## src/rtl/instruction_fetch.sv

```systemverilog
// Fetch stage: owns the program counter, issues RAM reads, and holds the returned
// word for decode behind a valid/ready handshake. Supports branch redirect and halt.
module instruction_fetch #(
  parameter int                     PC_WIDTH    = 8,
  parameter int                     ADDR_WIDTH  = 16,
  parameter int                     MEM_LATENCY = 1,
  parameter logic [PC_WIDTH-1:0]    RESET_PC    = '0,
  parameter logic [31:0]            HALT_WORD   = 32'hFFFF_FFFF
) (
  input  logic                  Clk,
  input  logic                  Reset,
  input  logic                  Run,
  output logic                  Enable,
  output logic                  RW,
  output logic [ADDR_WIDTH-1:0] Address_out,
  input  logic [31:0]           Mem_data,
  output logic [31:0]           Instr,
  output logic                  Instr_valid,
  input  logic                  Instr_ready,
  output logic [PC_WIDTH-1:0]   pc,
  input  logic                  Branch_en,
  input  logic [PC_WIDTH-1:0]   Branch_target,
  output logic                  Halted
);

  typedef enum logic [1:0] {IDLE, FETCH, HOLD, HALT} state_t;

  // Counter value on the last cycle of a fetch, i.e. the edge where Mem_data is sampled.
  localparam logic [3:0] LAST_CNT = 4'(MEM_LATENCY - 1);

  state_t              state_reg, state_next;
  logic [PC_WIDTH-1:0] fetch_pc_reg, fetch_pc_next;
  logic [PC_WIDTH-1:0] pc_reg, pc_next;
  logic [31:0]         instr_reg, instr_next;
  logic                valid_reg, valid_next;
  logic                halted_reg, halted_next;
  logic [3:0]          cnt_reg, cnt_next;

  always_ff @(posedge Clk or negedge Reset) begin
    if (!Reset) begin
      state_reg    <= IDLE;
      fetch_pc_reg <= RESET_PC;
      pc_reg       <= RESET_PC;
      instr_reg    <= '0;
      valid_reg    <= 1'b0;
      halted_reg   <= 1'b0;
      cnt_reg      <= '0;
    end else begin
      state_reg    <= state_next;
      fetch_pc_reg <= fetch_pc_next;
      pc_reg       <= pc_next;
      instr_reg    <= instr_next;
      valid_reg    <= valid_next;
      halted_reg   <= halted_next;
      cnt_reg      <= cnt_next;
    end
  end

  always_comb begin
    state_next    = state_reg;
    fetch_pc_next = fetch_pc_reg;
    pc_next       = pc_reg;
    instr_next    = instr_reg;
    valid_next    = valid_reg;
    halted_next   = halted_reg;
    cnt_next      = cnt_reg;

    unique case (state_reg)
      IDLE: begin
        if (Run) state_next = FETCH;
      end
      FETCH: begin
        if (cnt_reg == LAST_CNT) begin
          cnt_next = '0;
          if (Mem_data == HALT_WORD) begin
            halted_next = 1'b1;
            state_next  = HALT;
          end else begin
            instr_next    = Mem_data;
            pc_next       = fetch_pc_reg;
            fetch_pc_next = fetch_pc_reg + PC_WIDTH'(1);
            valid_next    = 1'b1;
            state_next    = HOLD;
          end
        end else begin
          cnt_next = cnt_reg + 4'd1;
        end
      end
      HOLD: begin
        if (Instr_ready) begin
          valid_next = 1'b0;
          state_next = Run ? FETCH : IDLE;
        end
      end
      HALT: begin
        state_next = HALT;
      end
      default: state_next = IDLE;
    endcase

    // Redirect overrides everything, including a fetch completing on this same edge.
    if (Branch_en) begin
      fetch_pc_next = Branch_target;
      pc_next       = pc_reg;
      instr_next    = instr_reg;
      valid_next    = 1'b0;
      halted_next   = 1'b0;
      cnt_next      = '0;
      state_next    = Run ? FETCH : IDLE;
    end
  end

  assign Enable      = (state_reg == FETCH);
  assign RW          = 1'b1;
  assign Address_out = ADDR_WIDTH'(fetch_pc_reg);
  assign Instr       = instr_reg;
  assign Instr_valid = valid_reg;
  assign pc          = pc_reg;
  assign Halted      = halted_reg;

endmodule
```

## config.mk

```make
export PLATFORM = sky130hd
export DESIGN_NAME = instruction_fetch
export DESIGN_NICKNAME = d
export VERILOG_FILES = /design/src/rtl/instruction_fetch.sv
export SDC_FILE = /design/constraint.sdc
export NUM_CORES = 1
export LEC_CHECK = 0
export ABC_CLOCK_PERIOD_IN_PS = 2840
export CAP_MARGIN = 15
export CORE_UTILIZATION = 44
export CTS_CLUSTER_DIAMETER = 60
export DETAILED_ROUTE_END_ITERATION = 8
export PLACE_DENSITY = 0.88
export RECOVER_POWER = 100
export SLEW_MARGIN = 20
export SYNTH_ARGS = -nofsm -noshare
export SYNTH_HDL_FRONTEND = slang
export SYNTH_SLANG_ARGS = --single-unit
```

## constraint.sdc

```tcl
create_clock -name Clk -period 2.84 [get_ports Clk]
set_input_delay 0.568 -clock Clk [delete_from_list [all_inputs] [get_ports Clk]]
set_output_delay 0.568 -clock Clk [all_outputs]
set_load 0.02 [all_outputs]
```

==> impl_metrics.py <==
metrics = {
    "status": {
        "outcome": "completed",
    },
    "layout": {
        "multi_input_area_sq_mm": 0.001001,
        "num_antenna_cells": 0,
        "nFillCells": 513,
        "nets": 342,
        "areaGrowthSynthToFinish_pct": 35.25,
        "drive_above_1_share": 0.06780,
        "seq_area_sq_mm": 0.001401,
        "largest_reg_flops": 32,
    },
    "setup_path": {
        "critPathLaunchType": "primary input",
        "cp-startpoint": "Mem_data[26]",
        "r2r_end": "pc[0]",
        "crit_fanout": 4,
        "arrival_ns": 2.64,
        "worstPathCellList": "clkdlybuf4s50_1 -> nand4_1 -> nor4_1 -> a21oi_2 -> clkbuf_1 -> mux2_2 -> mux2_2",
        "r2r_cells": 7,
        "r2r_slack_ns": 0.56,
        "cpPeakStageDelay_ns": 0.57,
        "crit_slowest_cell": "nor4_1",
        "crit_type": "primary input to flop",
        "critPathMostFrequentCell": "mux2_2",
        "timing.rr.start": "cnt_reg[0]",
        "crit_required_ns": 3.03,
        "cp-end-kind": "flop",
    },
    "die": {
        "fp.dieArea_sq_mm": 0.006390,
        "fp.dieH_um": 79.94,
        "design.core.area_sq_mm": 0.005886,
        "num_rows": 28,
        "pin_count": 105,
        "die_x_um": 79.94,
        "floorplan.initialDensity": 0.4541,
    },
    "clock_tree": {
        "clock-sinks": 56,
        "clk-insertion-delay-late_ns": 0.31,
        "htree_levels": 2,
        "cts_tree": "yes",
        "cts_setup_buffers": 0,
        "numCtsBuffers": 5,
        "ctsResizeCount": 0,
        "hold_buffers": 0,
        "clk_pin_slew_ns": 0.09,
        "root_buffer": "clkbuf_8",
        "clockBufferDepth": 2,
    },
    "yosys": {
        "avgSynthCellArea_sq_um": 13.85,
        "synth_cells": 193,
        "yosysWarnings": 0,
        "yosysMostFrequentCell": "dfrtp_1",
        "yosysSeqAreaShare": 0.5243,
        "yosys-top-cells-count": "dfrtp_1 (56), mux2_4 (40), nand2_1 (11)",
        "synth.top_cells.by_area": "dfrtp_1 (52%), mux2_4 (22%), buf_4 (2.5%)",
        "yosysUniqueCellTypes": 28,
        "async_flop_share": 1.000,
        "yosysTopAreaCellShare": 0.5243,
        "ys.flop_type": "dfrtp_1",
        "synth-edff-count": 0,
        "netlist_area_sq_mm": 0.002673,
        "ys_ff_latch": 56,
        "synth_area_leader_cell": "dfrtp_1",
    },
    "routing": {
        "via_per_inst": 5.105,
        "num_vias": 1889,
        "drt_iter0_drc": 47,
        "wl_per_cell_um": 15.79,
        "drc": 0,
        "wirelength_um": 5843,
        "dr.pass1.iters": 4,
        "drt.antenna.violating_nets": 0,
    },
    "timing": {
        "fin_crit_sh": 0.8618,
        "setup_tns_ns": 0,
        "final-hold-violation-count": 0,
        "finClkSkew_ns": 0.01395,
        "finalSetupViolCount": 0,
        "rsz0062_at_grt": "no",
        "fmax_mhz": 408.6,
        "relSlewSlack": 0.1009,
        "worst_slew_pin_slew_ns": 1.349,
        "slew_viol_final": 0,
        "whs_ns": 0.4902,
        "period_minus_slack_ns": 2.448,
    },
    "min_path": {
        "hold_end": "Instr[26]",
        "worstHoldStart": "Instr[26]",
        "hold_path.class": "flop to flop",
        "holdPathStages": 1,
    },
    "global_routing": {
        "grt_pass1_wl_um": 9459,
        "grt_antenna_before_repair": 0,
        "grt-ovfl-total": 0,
        "grt_pass1_vias": 1838,
        "grt_usage": 0.1980,
        "grt_max_degree": 41,
    },
    "pwr": {
        "finalPower_uw": 2890,
        "power.internal_uw": 1886,
        "p_clk_frac": 0.189,
        "power.leakage_uw": 0.001512,
        "ir_worst_vdd_uv": 372.7,
        "p_per_area_mw_per_mm2": 799.5,
        "pwr-share-comb": 0.398,
        "power_switching_uw": 1004,
        "p_sw_frac": 0.3474,
        "seqPwrFrac": 0.413,
    },
    "run": {
        "cap_violations": 0,
    },
    "placement": {
        "place_congestion": 0.7449,
        "dpl.hpwl_um": 4461,
        "io_buffers": 95,
    },
}
[metrics by stage]
step	util	setup slack, ns	area [sq um]	std cells
detailed placement	0.6237	0.1751	3671	362
global route	0.6142	0.2735	3615	370
global placement	0.6237	0.2156	3671	362
CTS	0.6443	0.4365	3792	370
floorplan	-	0.7832	2699	200
finish	0.6142	0.3924	3615	370
[worst max-delay path: cells and delay by family]
kind | cells | cell delay [ns]
AND/OR/NAND/NOR | 2 | 0.68
buffers and inverters | 2 | 0.70
AO/OA/AOI/OAI | 1 | 0.12
multiplexers | 2 | 0.56
[how the worst max path moves through the flow]
stage | end | slack [ns] | depth (start not counted)
floorplan | Instr[0] | 0.78 | 6
global placement | Instr[10] | 0.22 | 6
detailed placement | Instr[18] | 0.18 | 6
CTS | Instr[5] | 0.44 | 7
global route | Instr[4] | 0.27 | 6
finish | fetch_pc_reg[1] | 0.39 | 7
[layout make-up]
class / instances / share of cell area
multi-input combinational: 125 / 0.2769
inverter: 4 / 0.004154
timing repair buffer: 102 / 0.2717
sequential: 56 / 0.3877
clock inverter: 2 / 0.01073
clock buffer: 6 / 0.02285
tap: 75 / 0.02596
[layer usage]
| layer | vias up | wire length, um | track usage |
|---|---|---|---|
| met5 | - | 0 | 0 |
| met4 | 0 | 77 | 0.05536 |
| met3 | 8 | 416 | 0.05143 |
| met2 | 77 | 2813 | 0.3103 |
| met1 | 928 | 2536 | 0.2701 |
| li1 | 876 | - | - |
[placed cells by master, fill, tap and decap left out, types with 2 or more instances in the layout]
cell type        netlist  layout
buf_4                  9       3
clkdlybuf4s50_1        0      42
dfrtp_1               56      56
nand2_1               11      11
xnor2_1                5       5
mux2_1                 0      39
nand2b_1               3       3
clkbuf_1               2       5
ha_1                   3       3
inv_1                  4       4
mux2_2                 4       4
dlygate4sd3_1          0      52
nor3_1                 2       2
a211oi_1               2       2
a2111oi_0              3       3
conb_1                 2       9
xor2_1                 3       3
nor2_1                 5       5
nand3_1                4       4
nand4_1               10      10
o21ai_0                6       6
a21oi_1                7       7
clkbuf_8               0       6
[power by group through the flow]
stage / clock, uW / combinational, uW / sequential [uW]
detailed placement: 0 / 1440 / 1230
CTS: 563 / 1450 / 1220
floorplan: 0 / 484 / 1520
global route: 593 / 1230 / 1230
finish: 545 / 1150 / 1190
global placement: 0 / 1410 / 1230
[cell families after synthesis]
logic type,synth area share
compound gates,0.04916
xor+xnor,0.02622
fa+ha+maj,0.01405
buf+inv,0.05056
flops,0.5243
mux,0.2416
other cells,0.002810
simple gates,0.09129
Power figures use the tool's default switching activity.
